<file path="src/rtl/ycbcr2rgb_if.sv">
// ---------------------------------------------------------------------------
// ycbcr2rgb_if -- pixel bus for the YCbCr-to-RGB converter.
//
// Carries the pipeline advance enable, the YCbCr pixel with its syncs and
// data enable on the input side, and the RGB pixel with its delayed syncs
// on the output side.
//   slave  : converter side (consumes ce/y/cb/cr/syncs, drives r/g/b/syncs)
//   master : source/sink side (the opposite directions)
// ---------------------------------------------------------------------------
interface ycbcr2rgb_if;
    logic       ce;
    logic [7:0] y;
    logic [7:0] cb;
    logic [7:0] cr;
    logic       hdmi_hs_in;
    logic       hdmi_vs_in;
    logic       de_in;
    logic [7:0] r;
    logic [7:0] g;
    logic [7:0] b;
    logic       hdmi_hs_out;
    logic       hdmi_vs_out;
    logic       de_out;

    modport slave (
        input  ce, y, cb, cr, hdmi_hs_in, hdmi_vs_in, de_in,
        output r, g, b, hdmi_hs_out, hdmi_vs_out, de_out
    );

    modport master (
        output ce, y, cb, cr, hdmi_hs_in, hdmi_vs_in, de_in,
        input  r, g, b, hdmi_hs_out, hdmi_vs_out, de_out
    );
endinterface

</file>
<file path="src/rtl/ycbcr2rgb.sv">
// ---------------------------------------------------------------------------
// ycbcr2rgb -- 4-stage full-range BT.601 (JPEG) YCbCr to RGB converter.
//
//   R = Y + 1.402*Cr'   G = Y - 0.344136*Cb' - 0.714136*Cr'   B = Y + 1.772*Cb'
//   with Cb' = cb-128, Cr' = cr-128, Q2.14 coefficients, round-half-up and
//   saturation to 0..255.
//
// Ports:
//   clk    pixel clock, rising edge
//   rst_n  asynchronous active-low reset, clears every stage
//   px     ycbcr2rgb_if.slave: ce (advance enable), y/cb/cr + hs/vs/de in,
//          r/g/b + hs/vs/de out (4 ce-qualified edges of latency)
//
// Build option:
//   YCBCR2RGB_BLANK_EN  when defined, r/g/b are forced to 0 for pixels whose
//                       data enable is low.
// ---------------------------------------------------------------------------
module ycbcr2rgb (
    input  logic           clk,
    input  logic           rst_n,
    ycbcr2rgb_if.slave     px
);

    // Q2.14 coefficients, kept 25 bits wide so products need no extension.
    localparam logic signed [24:0] K_R_CR = 25'sd22970; // 1.402
    localparam logic signed [24:0] K_G_CB = 25'sd5638;  // 0.344136
    localparam logic signed [24:0] K_G_CR = 25'sd11700; // 0.714136
    localparam logic signed [24:0] K_B_CB = 25'sd29032; // 1.772
    localparam logic signed [26:0] RND    = 27'sd8192;  // 0.5 LSB after >>>14

    // S1
    logic        [7:0]  y1_q,  y1_d;
    logic signed [8:0]  cb1_q, cb1_d;
    logic signed [8:0]  cr1_q, cr1_d;
    // S2
    logic        [21:0] ylin2_q, ylin2_d;
    logic signed [24:0] pr2_q,  pr2_d;
    logic signed [24:0] pgb2_q, pgb2_d;
    logic signed [24:0] pgr2_q, pgr2_d;
    logic signed [24:0] pb2_q,  pb2_d;
    // S3
    logic signed [26:0] sr3_q, sr3_d;
    logic signed [26:0] sg3_q, sg3_d;
    logic signed [26:0] sb3_q, sb3_d;
    // S4
    logic        [7:0]  r4_q, r4_d;
    logic        [7:0]  g4_q, g4_d;
    logic        [7:0]  b4_q, b4_d;
    // {hs,vs,de} per stage; index k holds the bits aligned with stage k+1
    logic [3:0][2:0]    sync_q, sync_d;

    logic signed [24:0] cbx, crx;
    logic signed [26:0] yx, prx, pgbx, pgrx, pbx;

    function automatic logic [7:0] sat8(input logic signed [26:0] s);
        logic signed [26:0] t;
        t = s >>> 14;
        if (t < 27'sd0)
            return 8'd0;
        else if (t > 27'sd255)
            return 8'hff;
        return t[7:0];
    endfunction

    always_comb begin
        // defaults: every stage holds when ce is low
        y1_d    = y1_q;
        cb1_d   = cb1_q;
        cr1_d   = cr1_q;
        ylin2_d = ylin2_q;
        pr2_d   = pr2_q;
        pgb2_d  = pgb2_q;
        pgr2_d  = pgr2_q;
        pb2_d   = pb2_q;
        sr3_d   = sr3_q;
        sg3_d   = sg3_q;
        sb3_d   = sb3_q;
        r4_d    = r4_q;
        g4_d    = g4_q;
        b4_d    = b4_q;
        sync_d  = sync_q;

        // sized casts of signed values sign-extend
        cbx  = 25'(cb1_q);
        crx  = 25'(cr1_q);
        yx   = {5'd0, ylin2_q};
        prx  = 27'(pr2_q);
        pgbx = 27'(pgb2_q);
        pgrx = 27'(pgr2_q);
        pbx  = 27'(pb2_q);

        if (px.ce) begin
            // S1: remove chroma offset (mod-512 arithmetic gives -128..127)
            y1_d  = px.y;
            cb1_d = $signed({1'b0, px.cb}) - 9'sd128;
            cr1_d = $signed({1'b0, px.cr}) - 9'sd128;

            // S2: products stay positive-coefficient; G subtracts in S3
            ylin2_d = {y1_q, 14'd0};
            pr2_d   = crx * K_R_CR;
            pgb2_d  = cbx * K_G_CB;
            pgr2_d  = crx * K_G_CR;
            pb2_d   = cbx * K_B_CB;

            // S3
            sr3_d = yx + prx + RND;
            sg3_d = yx - pgbx - pgrx + RND;
            sb3_d = yx + pbx + RND;

            // S4
            r4_d = sat8(sr3_q);
            g4_d = sat8(sg3_q);
            b4_d = sat8(sb3_q);
`ifdef YCBCR2RGB_BLANK_EN
            if (!sync_q[2][0]) begin
                r4_d = 8'd0;
                g4_d = 8'd0;
                b4_d = 8'd0;
            end
`else
`endif

            sync_d = {sync_q[2:0], {px.hdmi_hs_in, px.hdmi_vs_in, px.de_in}};
        end
    end

    always_ff @(posedge clk or negedge rst_n) begin
        if (!rst_n) begin
            y1_q    <= '0;
            cb1_q   <= '0;
            cr1_q   <= '0;
            ylin2_q <= '0;
            pr2_q   <= '0;
            pgb2_q  <= '0;
            pgr2_q  <= '0;
            pb2_q   <= '0;
            sr3_q   <= '0;
            sg3_q   <= '0;
            sb3_q   <= '0;
            r4_q    <= '0;
            g4_q    <= '0;
            b4_q    <= '0;
            sync_q  <= '0;
        end else begin
            y1_q    <= y1_d;
            cb1_q   <= cb1_d;
            cr1_q   <= cr1_d;
            ylin2_q <= ylin2_d;
            pr2_q   <= pr2_d;
            pgb2_q  <= pgb2_d;
            pgr2_q  <= pgr2_d;
            pb2_q   <= pb2_d;
            sr3_q   <= sr3_d;
            sg3_q   <= sg3_d;
            sb3_q   <= sb3_d;
            r4_q    <= r4_d;
            g4_q    <= g4_d;
            b4_q    <= b4_d;
            sync_q  <= sync_d;
        end
    end

    assign px.r           = r4_q;
    assign px.g           = g4_q;
    assign px.b           = b4_q;
    assign px.hdmi_hs_out = sync_q[3][2];
    assign px.hdmi_vs_out = sync_q[3][1];
    assign px.de_out      = sync_q[3][0];

endmodule

</file>
<file path="src/flat_wrapper.sv">
// flat-port wrapper written by rule: the top's interface ports become plain ports
module ycbcr2rgb_flat 
  (clk, rst_n, px_ce, px_y, px_cb, px_cr, px_hdmi_hs_in, px_hdmi_vs_in, px_de_in, px_r, px_g, px_b, px_hdmi_hs_out, px_hdmi_vs_out, px_de_out);
  ycbcr2rgb_if px_i ();
  input  logic clk;
  input  logic rst_n;
  input wire logic [$bits(px_i.ce)-1:0] px_ce;
  input wire logic [$bits(px_i.y)-1:0] px_y;
  input wire logic [$bits(px_i.cb)-1:0] px_cb;
  input wire logic [$bits(px_i.cr)-1:0] px_cr;
  input wire logic [$bits(px_i.hdmi_hs_in)-1:0] px_hdmi_hs_in;
  input wire logic [$bits(px_i.hdmi_vs_in)-1:0] px_hdmi_vs_in;
  input wire logic [$bits(px_i.de_in)-1:0] px_de_in;
  output wire logic [$bits(px_i.r)-1:0] px_r;
  output wire logic [$bits(px_i.g)-1:0] px_g;
  output wire logic [$bits(px_i.b)-1:0] px_b;
  output wire logic [$bits(px_i.hdmi_hs_out)-1:0] px_hdmi_hs_out;
  output wire logic [$bits(px_i.hdmi_vs_out)-1:0] px_hdmi_vs_out;
  output wire logic [$bits(px_i.de_out)-1:0] px_de_out;
  assign px_i.ce = px_ce;
  assign px_i.y = px_y;
  assign px_i.cb = px_cb;
  assign px_i.cr = px_cr;
  assign px_i.hdmi_hs_in = px_hdmi_hs_in;
  assign px_i.hdmi_vs_in = px_hdmi_vs_in;
  assign px_i.de_in = px_de_in;
  assign px_r = px_i.r;
  assign px_g = px_i.g;
  assign px_b = px_i.b;
  assign px_hdmi_hs_out = px_i.hdmi_hs_out;
  assign px_hdmi_vs_out = px_i.hdmi_vs_out;
  assign px_de_out = px_i.de_out;
  ycbcr2rgb u_core (.clk(clk), .rst_n(rst_n), .px(px_i));
endmodule
</file>
<file path="config.mk">
export PLATFORM = sky130hd
export DESIGN_NAME = ycbcr2rgb_flat
export DESIGN_NICKNAME = d
export VERILOG_FILES = /design/src/rtl/ycbcr2rgb_if.sv /design/src/rtl/ycbcr2rgb.sv /design/src/flat_wrapper.sv
export SDC_FILE = /design/constraint.sdc
export NUM_CORES = 1
export LEC_CHECK = 0
export BUFFER_PORTS_ARGS = -buffer_cell sky130_fd_sc_hd__buf_4
export CAP_MARGIN = 20
export CORE_MARGIN = 4
export CORE_UTILIZATION = 30
export CTS_BUF_LIST = sky130_fd_sc_hd__clkbuf_8 sky130_fd_sc_hd__clkbuf_16
export DETAILED_ROUTE_END_ITERATION = 16
export RECOVER_POWER = 100
export SETUP_SLACK_MARGIN = 0.4
export SLEW_MARGIN = 10
export SYNTH_ARGS = -nofsm -noshare
export SYNTH_HDL_FRONTEND = slang
export SYNTH_SLANG_ARGS = --single-unit
</file>
<file path="constraint.sdc">
create_clock -name clk -period 6.6 [get_ports clk]
set_input_delay 1.98 -clock clk [delete_from_list [all_inputs] [get_ports clk]]
set_output_delay 1.98 -clock clk [all_outputs]
set_load 0.005 [all_outputs]
</file>
==> reports/metrics.cfg, run 1 <==
[clocking]
clock_path_buffers = 2
numCtsBuffers = 17
cts_tree = yes
h-tree-depth = 4
holdBufCountCts = 0
cts.sinks = 175
cts_setup_buffers = 0
worstSkewPairLatency_ns = 0.46
cts_resized = 0
clock_tree.root_cell = clkbuf_16
clkTransAtPathRegs_ns = 0.08

[yosys]
synth_cell_types = 67
yosysTopAreaCellShare = 0.275
synth_cells = 1613
synthTopCellsByArea = dfrtp_1 (28%), ha_1 (22%), fa_1 (13%), inv_1 (5.5%), mux2_2 (4.0%)
synth_edf_count = 0
synth-async-reset-ratio = 1.00
synth_seq_cells = 175
synth_commonest_cells = ha_1 (281), inv_1 (235), dfrtp_1 (175), fa_1 (100), nor2_1 (99)
netlist_area_mm2 = 0.0159
yosysMostFrequentCell = ha_1
synth_top_cell_by_area = dfrtp_1
synth_fp_nets = 2024
synth_area_per_cell_um2 = 9.86
yosysWarningCount = 0
ys_seq_area_frac = 0.275
ys.flop_type = dfrtp_1

[sta]
max_freq_mhz = 176
fin_crit_sh = 0.860
setup_violations = 0
slew_headroom = -1.72
worst_slew_pin_slew_ns = 4.07
holdWs_ns = 0.482
tns_ns = 0
skew_ns = 0.0124
slew_violations = 269
final_hold_viol_count = 0
min_period_ns = 5.68
rsz0062_at_grt = no

[floorplanning]
dieHeight_um = 238
die_w_um = 238
core-area_mm2 = 0.0526
io_pins = 57
dieArea_mm2 = 0.0568
rows = 84
start_util = 0.303

[critical_path]
max_stage_delay_ns = 0.54
start_kind = register
cp-startpoint = u_core.cr1_q[1]$_DFFE_PN0P_
reg2reg_depth = 19
cp.arrival_ns = 6.02
reg2reg_from = u_core.cr1_q[1]$_DFFE_PN0P_
criticalPathCategory = register to register
r2r_end = u_core.pgr2_q[22]$_DFFE_PN0P_
critPathTopFamily = adder cells
cp_max_fo = 7
cp.required_ns = 6.94
rrSetupSlack_ns = 0.92
cp-end-kind = register
crit_cells = 19
crit_end = u_core.pgr2_q[22]$_DFFE_PN0P_
critical_path.cell_chain = ha_1 > inv_1 > fa_1 > inv_1 > fa_1 > inv_1 > fa_1 > inv_1 > ha_1 > fa_1 > a21o_1 > a21oi_1 > o21bai_1 > a21oi_1 > o21ai_0 > a211oi_1 > o21ai_0 > and4_1 > or3_1
crit_slowest_cell = fa_1
cp_num_buf_inv = 4

[grt]
grtUsageTotal = 0.123
grt_start_max_net_pins = 180
grt_pass1_wl_um = 57400
first_global_vias = 11425
grt_antenna_before_repair = 0
grt-ovfl-total = 0

[drt]
detail-route-antenna-nets = 0
drc = 0
drt_wl_total_um = 33600
wl_per_cell_um = 14.3
drtIter0Drc = 475
first_pass_iters = 5
vias_per_cell = 4.73
dr_total_vias = 11162

[run_status]
status = finished with violations
violations = capacitance limit, slew limit

[min_path]
min_path_type = register to register

[pwr]
ir_drop_uv = 311
power-per-cell-area_mw_per_mm2 = 519
leakage_uw = 0.00868

[layout]
nFillCells = 5346
syn2layout_area_growth_pct = 11.0
diodes = 0
nNetsFinal = 2069
drive_gt1_frac = 0.102

[placed_design]
hpwl_um = 26700
globalplace.congestion = 0.879
port_buffers = 56

[run]
drv_cap = 2

-- logic make-up after synthesis --
| logic type | after synthesis | synth area share |
|---|---|---|
| buf+inv | 271 | 0.0660 |
| fa+ha+maj | 381 | 0.347 |
| mux | 63 | 0.0441 |
| simple gates | 326 | 0.0972 |
| flops | 175 | 0.275 |
| compound gates | 301 | 0.117 |
| xor+xnor | 96 | 0.0533 |
-- where the power goes --
part	total, µW	leakage [µW]	internal, µW	switching [µW]
Sequential	1730	0.00204	1480	251
Combinational	6400	0.00636	2850	3540
Clock	1040	0.000289	538	501
Total	9160	0.00868	4870	4300
-- worst min path at each step --
stage / startpoint / end / slack (ns) / depth (start not counted)
finish: u_core.sr3_q[23]$_DFFE_PN0P_ / u_core.sr3_q[23]$_DFFE_PN0P_ / 0.48 / 2
detailed placement: u_core.sr3_q[23]$_DFFE_PN0P_ / u_core.sr3_q[23]$_DFFE_PN0P_ / 0.47 / 2
global placement: u_core.sr3_q[23]$_DFFE_PN0P_ / u_core.sr3_q[23]$_DFFE_PN0P_ / 0.47 / 2
floorplan: u_core.pgb2_q[19]$_DFFE_PN0P_ / u_core.pgb2_q[19]$_DFFE_PN0P_ / 0.45 / 2
global route: u_core.pgb2_q[10]$_DFFE_PN0P_ / u_core.pgb2_q[10]$_DFFE_PN0P_ / 0.51 / 1
CTS: u_core.sr3_q[23]$_DFFE_PN0P_ / u_core.sr3_q[23]$_DFFE_PN0P_ / 0.49 / 2
-- flip-flops by register name (all words and copies together) (netlist names) --
name                   count
u_core.pr2_q              16
u_core.px.r                8
u_core.pgr2_q             18
u_core.px.b                8
u_core.px.hdmi_hs_out      1
u_core.ylin2_q             8
u_core.cb1_q               8
u_core.sr3_q              13
u_core.sb3_q              13
u_core.pgb2_q             22
u_core.px.g                8
u_core.y1_q                8
u_core.sync_q              9
u_core.cr1_q               8
u_core.sg3_q              13
u_core.px.hdmi_vs_out      1
u_core.pb2_q              12
u_core.px.de_out           1
-- per-stage QoR --
stage,power (µW),area (µm²),util,setup WS [ns],instances
global placement,8000,17100,0.325,1.01,2327
CTS,9270,17700,0.336,0.893,2359
finish,9160,17600,0.336,0.922,2359
floorplan,6680,15900,-,1.36,1613
global route,10200,17600,0.336,0.293,2359
detailed placement,8160,17100,0.325,0.920,2327
-- cell type report --
type,instances,area [µm²],share of cell area
well taps,688,861,0.0488
clock inverters,15,168,0.00950
inverters,236,886,0.0502
clock buffers,17,425,0.0241
repair buffers,61,452,0.0256
flip-flops and latches,175,4380,0.248
multi-input cells,1167,10500,0.594
-- cell usage in the layout, fill, tap and decap left out, drive strengths merged, types with 22 or more instances in the layout --
master  instances
xor2           41
mux2           56
clkbuf         47
buf            30
nor3           33
nor2           99
a21oi          97
a21o           22
o21ai          69
fa            100
ha            281
xnor2          55
nand2          88
inv           243
nand3          27
dfrtp         175
a31oi          38
-- worst min-delay path: stages (launching register included) --
cell     delay, ns
dfrtp_1       0.35
nand2_1       0.05
o31ai_1       0.05
-- routing by layer --
metal / wire (µm) / share of wire / vias up / GRT usage
met3: 1090 / 0.032 / 40 / 0.0200
met4: 756 / 0.022 / 0 / 0.0403
li1: - / - / 5615 / -
met1: 16200 / 0.48 / 5359 / 0.168
met5: 0 / 0 / - / 0
met2: 15600 / 0.46 / 148 / 0.199
No activity file was read; power rests on OpenSTA's default activity.
==> run 2, diff against run 1 <==
--- a/config.mk
+++ b/config.mk
@@ -8,8 +8,9 @@
 export BUFFER_PORTS_ARGS = -buffer_cell sky130_fd_sc_hd__buf_4
 export CAP_MARGIN = 20
 export CORE_MARGIN = 4
-export CORE_UTILIZATION = 30
+export CORE_UTILIZATION = 40
 export CTS_BUF_LIST = sky130_fd_sc_hd__clkbuf_8 sky130_fd_sc_hd__clkbuf_16
+export CTS_CLUSTER_DIAMETER = 80
 export DETAILED_ROUTE_END_ITERATION = 16
 export RECOVER_POWER = 100
 export SETUP_SLACK_MARGIN = 0.4
==> run 2 against run 1 <==
Net effect:
- the flow still finishes with violations (capacitance limit, slew limit)
- sequential share of layout area grew 0.39 points
- sequential cell count is the same
- non-clock buffer count grew 1
- worst hold slack is essentially flat
- wire length shrank 1.2%
- clock-buffer cell count grew 2
- die area shrank 24%
- clock skew is essentially flat
- setup slack lost 0.024 ns
- cell count shrank 7.2%
- combinational power shrank 2%
- total power shrank 1.7%
- largest cell class unchanged
- largest power group unchanged
==> reports/metrics.cfg, run 2 (synthesis results as in run 1) <==
[placed_design]
globalplace.congestion = 0.860  ; -2.1%
place_worst_setup_slack_ns = 0.955  ; +0.0350 ns
port_buffers = 56  ; unchanged
hpwl_um = 26400  ; -1.2%

[floorplanning]
io_pins = 57  ; unchanged
dieArea_mm2 = 0.0430  ; -24%
dieHeight_um = 207  ; -13%
start_util = 0.408  ; +0.105
core-area_mm2 = 0.0390  ; -26%
rows = 72  ; -14%
die_w_um = 207  ; -13%

[sta]
slew_violations = 359  ; +33%
slew_headroom = -1.28  ; +0.438
max_freq_mhz = 175  ; -0.42%
worst_slack_ns = 0.898  ; -0.0241 ns
rsz0062_at_grt = no
fin_crit_sh = 0.864  ; +0.00366
tns_ns = 0  ; unchanged
worst_slew_pin_slew_ns = 3.42  ; -0.650 ns
final_hold_viol_count = 0  ; unchanged
min_period_ns = 5.70  ; +0.0241 ns
skew_ns = 0.0127  ; +0.000266 ns
holdWs_ns = 0.482  ; +0.000352 ns
setup_violations = 0  ; unchanged

[clocking]
cts_resized = 0  ; unchanged
clock_path_buffers = 2  ; unchanged
cts_tree = yes
h-tree-depth = 4  ; unchanged
worstSkewPairLatency_ns = 0.44  ; -0.02 ns
numCtsBuffers = 17  ; unchanged
holdBufCountCts = 0  ; unchanged
cts_setup_buffers = 0  ; unchanged
clock_tree.root_cell = clkbuf_16
clkTransAtPathRegs_ns = 0.07  ; about the same
cts.sinks = 175  ; unchanged

[layout]
regArea_mm2 = 0.00438  ; unchanged
diodes = 0  ; unchanged
largest-register = u_core.pgb2_q
drive_gt1_frac = 0.0976  ; -0.00413
final_common_cell = ha_1
final_cell_mix = ha_1 (281), inv_1 (238), dfrtp_1 (175), fa_1 (100), nor2_1 (99)
reg_top3 = u_core.pgb2_q: 22 flops, u_core.pgr2_q: 18 flops, u_core.pr2_q: 16 flops
post-route-util = 0.445  ; +0.110
multiInputGateArea_mm2 = 0.0105  ; about the same
largest_register_ff_count = 22  ; unchanged
nFillCells = 3734  ; -30%
nNetsFinal = 2070  ; +0.048%
syn2layout_area_growth_pct = 9.23

[pwr]
intPower_uw = 4840  ; -0.51%
net-switching-power_uw = 4170  ; -3.0%
pwr-share-seq = 0.193  ; +0.004
power-per-cell-area_mw_per_mm2 = 519  ; -0.13%
leakage_uw = 0.00865  ; -0.37%
ir_drop_uv = 286  ; -8.0%
p_sw_frac = 0.463  ; -0.00632
pwr-share-clk = 0.108  ; -0.005
combPwrFrac = 0.700  ; +0.002
finalPower_uw = 9010  ; -1.7%

[drt]
drt_wl_total_um = 33200  ; -1.2%
drc = 0  ; unchanged
drtIter0Drc = 437  ; -8.0%
first_pass_iters = 5  ; unchanged
dr_total_vias = 11076  ; -0.77%
vias_per_cell = 5.06  ; +7.0%
wl_per_cell_um = 15.2  ; +6.5%
detail-route-antenna-nets = 0  ; unchanged

[min_path]
holdCritStartpoint = u_core.pgb2_q[10]$_DFFE_PN0P_
min_path_type = register to register
whs_path_depth = 1  ; -1

[run_status]
violations = capacitance limit, slew limit
status = finished with violations

[critical_path]
cp.arrival_ns = 6.02  ; about the same
start_kind = register
reg2reg_from = u_core.cr1_q[1]$_DFFE_PN0P_
cp-startpoint = u_core.cr1_q[1]$_DFFE_PN0P_
criticalPathCategory = register to register
cp-end-kind = register
reg2reg_depth = 19  ; unchanged
cp_max_fo = 7  ; unchanged
cp.required_ns = 6.92  ; -0.02 ns

[grt]
grt_pass1_wl_um = 58000  ; +1.1%
first_global_vias = 11362  ; -0.55%
grtUsageTotal = 0.162  ; +0.0391
grt_start_max_net_pins = 179  ; -0.56%
grt_antenna_before_repair = 0  ; unchanged
grt-ovfl-total = 0  ; unchanged

[run]
drv_cap = 4  ; +2

run 2: cell count changes in the layout (fill, tap and decap cells not counted), sizes merged:
cell and change:
clkinvlp +2, inv -4, clkinv -2, clkbuf +4, dlymetal6s2s -1
run 2: stage by stage:
step / area (µm²) / std cells
2_1_floorplan: 15900 / 1613
3_3_place_gp: 16900 / 2158
3_5_place_dp: 16900 / 2158
4_1_cts: 17400 / 2188
5_1_grt: 17400 / 2188
6_report: 17400 / 2188
run 2: per-layer routing:
layer | part of all wire | global-route usage | up-vias
li1 | - | - | 5597
met1 | 0.50 | 0.226 | 5361
met2 | 0.47 | 0.268 | 91
met3 | 0.019 | 0.0203 | 27
met4 | 0.016 | 0.0420 | 0
met5 | 0 | 0 | -
run 2: path summary, 6_finish.rpt:
check / end / slack [ns]
max: u_core.pgr2_q[22]$_DFFE_PN0P_ / 0.90
min: u_core.pgb2_q[10]$_DFFE_PN0P_ / 0.48
max reg2reg: u_core.pgr2_q[22]$_DFFE_PN0P_ / 0.90
min reg2reg: u_core.pgb2_q[10]$_DFFE_PN0P_ / 0.48
max in group asynchronous: u_core.sync_q[0]$_DFFE_PN0P_ / 1.31
min in group asynchronous: u_core.sr3_q[22]$_DFFE_PN0P_ / 2.32
run 2: area by class of cell:
cell class                 count  area share
multi-input combinational   1167       0.603
sequential                   175       0.252
timing repair buffer          62      0.0254
inverter                     236      0.0510
clock inverter                11     0.00547
tap                          518      0.0373
clock buffer                  19      0.0261
run 2: power groups by stage:
stage | clock network (µW) | logic, µW | registers, µW
6_report | 971 | 6300 | 1740
5_1_grt | 1050 | 7290 | 1790
4_1_cts | 1000 | 6390 | 1740
3_5_place_dp | 0 | 6320 | 1760
3_3_place_gp | 0 | 6220 | 1750
2_1_floorplan | 0 | 5010 | 1670
run 2: worst max-delay path, cell delays in order (launching register included):
cell      delay [ns]
dfrtp_1         0.49
ha_1            0.49
inv_1           0.10
fa_1            0.54
inv_1           0.06
fa_1            0.49
inv_1           0.06
fa_1            0.50
inv_1           0.04
ha_1            0.33
fa_1            0.47
a21o_1          0.18
a21oi_1         0.22
o21bai_1        0.09
a21oi_1         0.22
o21ai_0         0.18
a211oi_1        0.37
o21ai_0         0.17
and4_1          0.19
or3_1           0.37
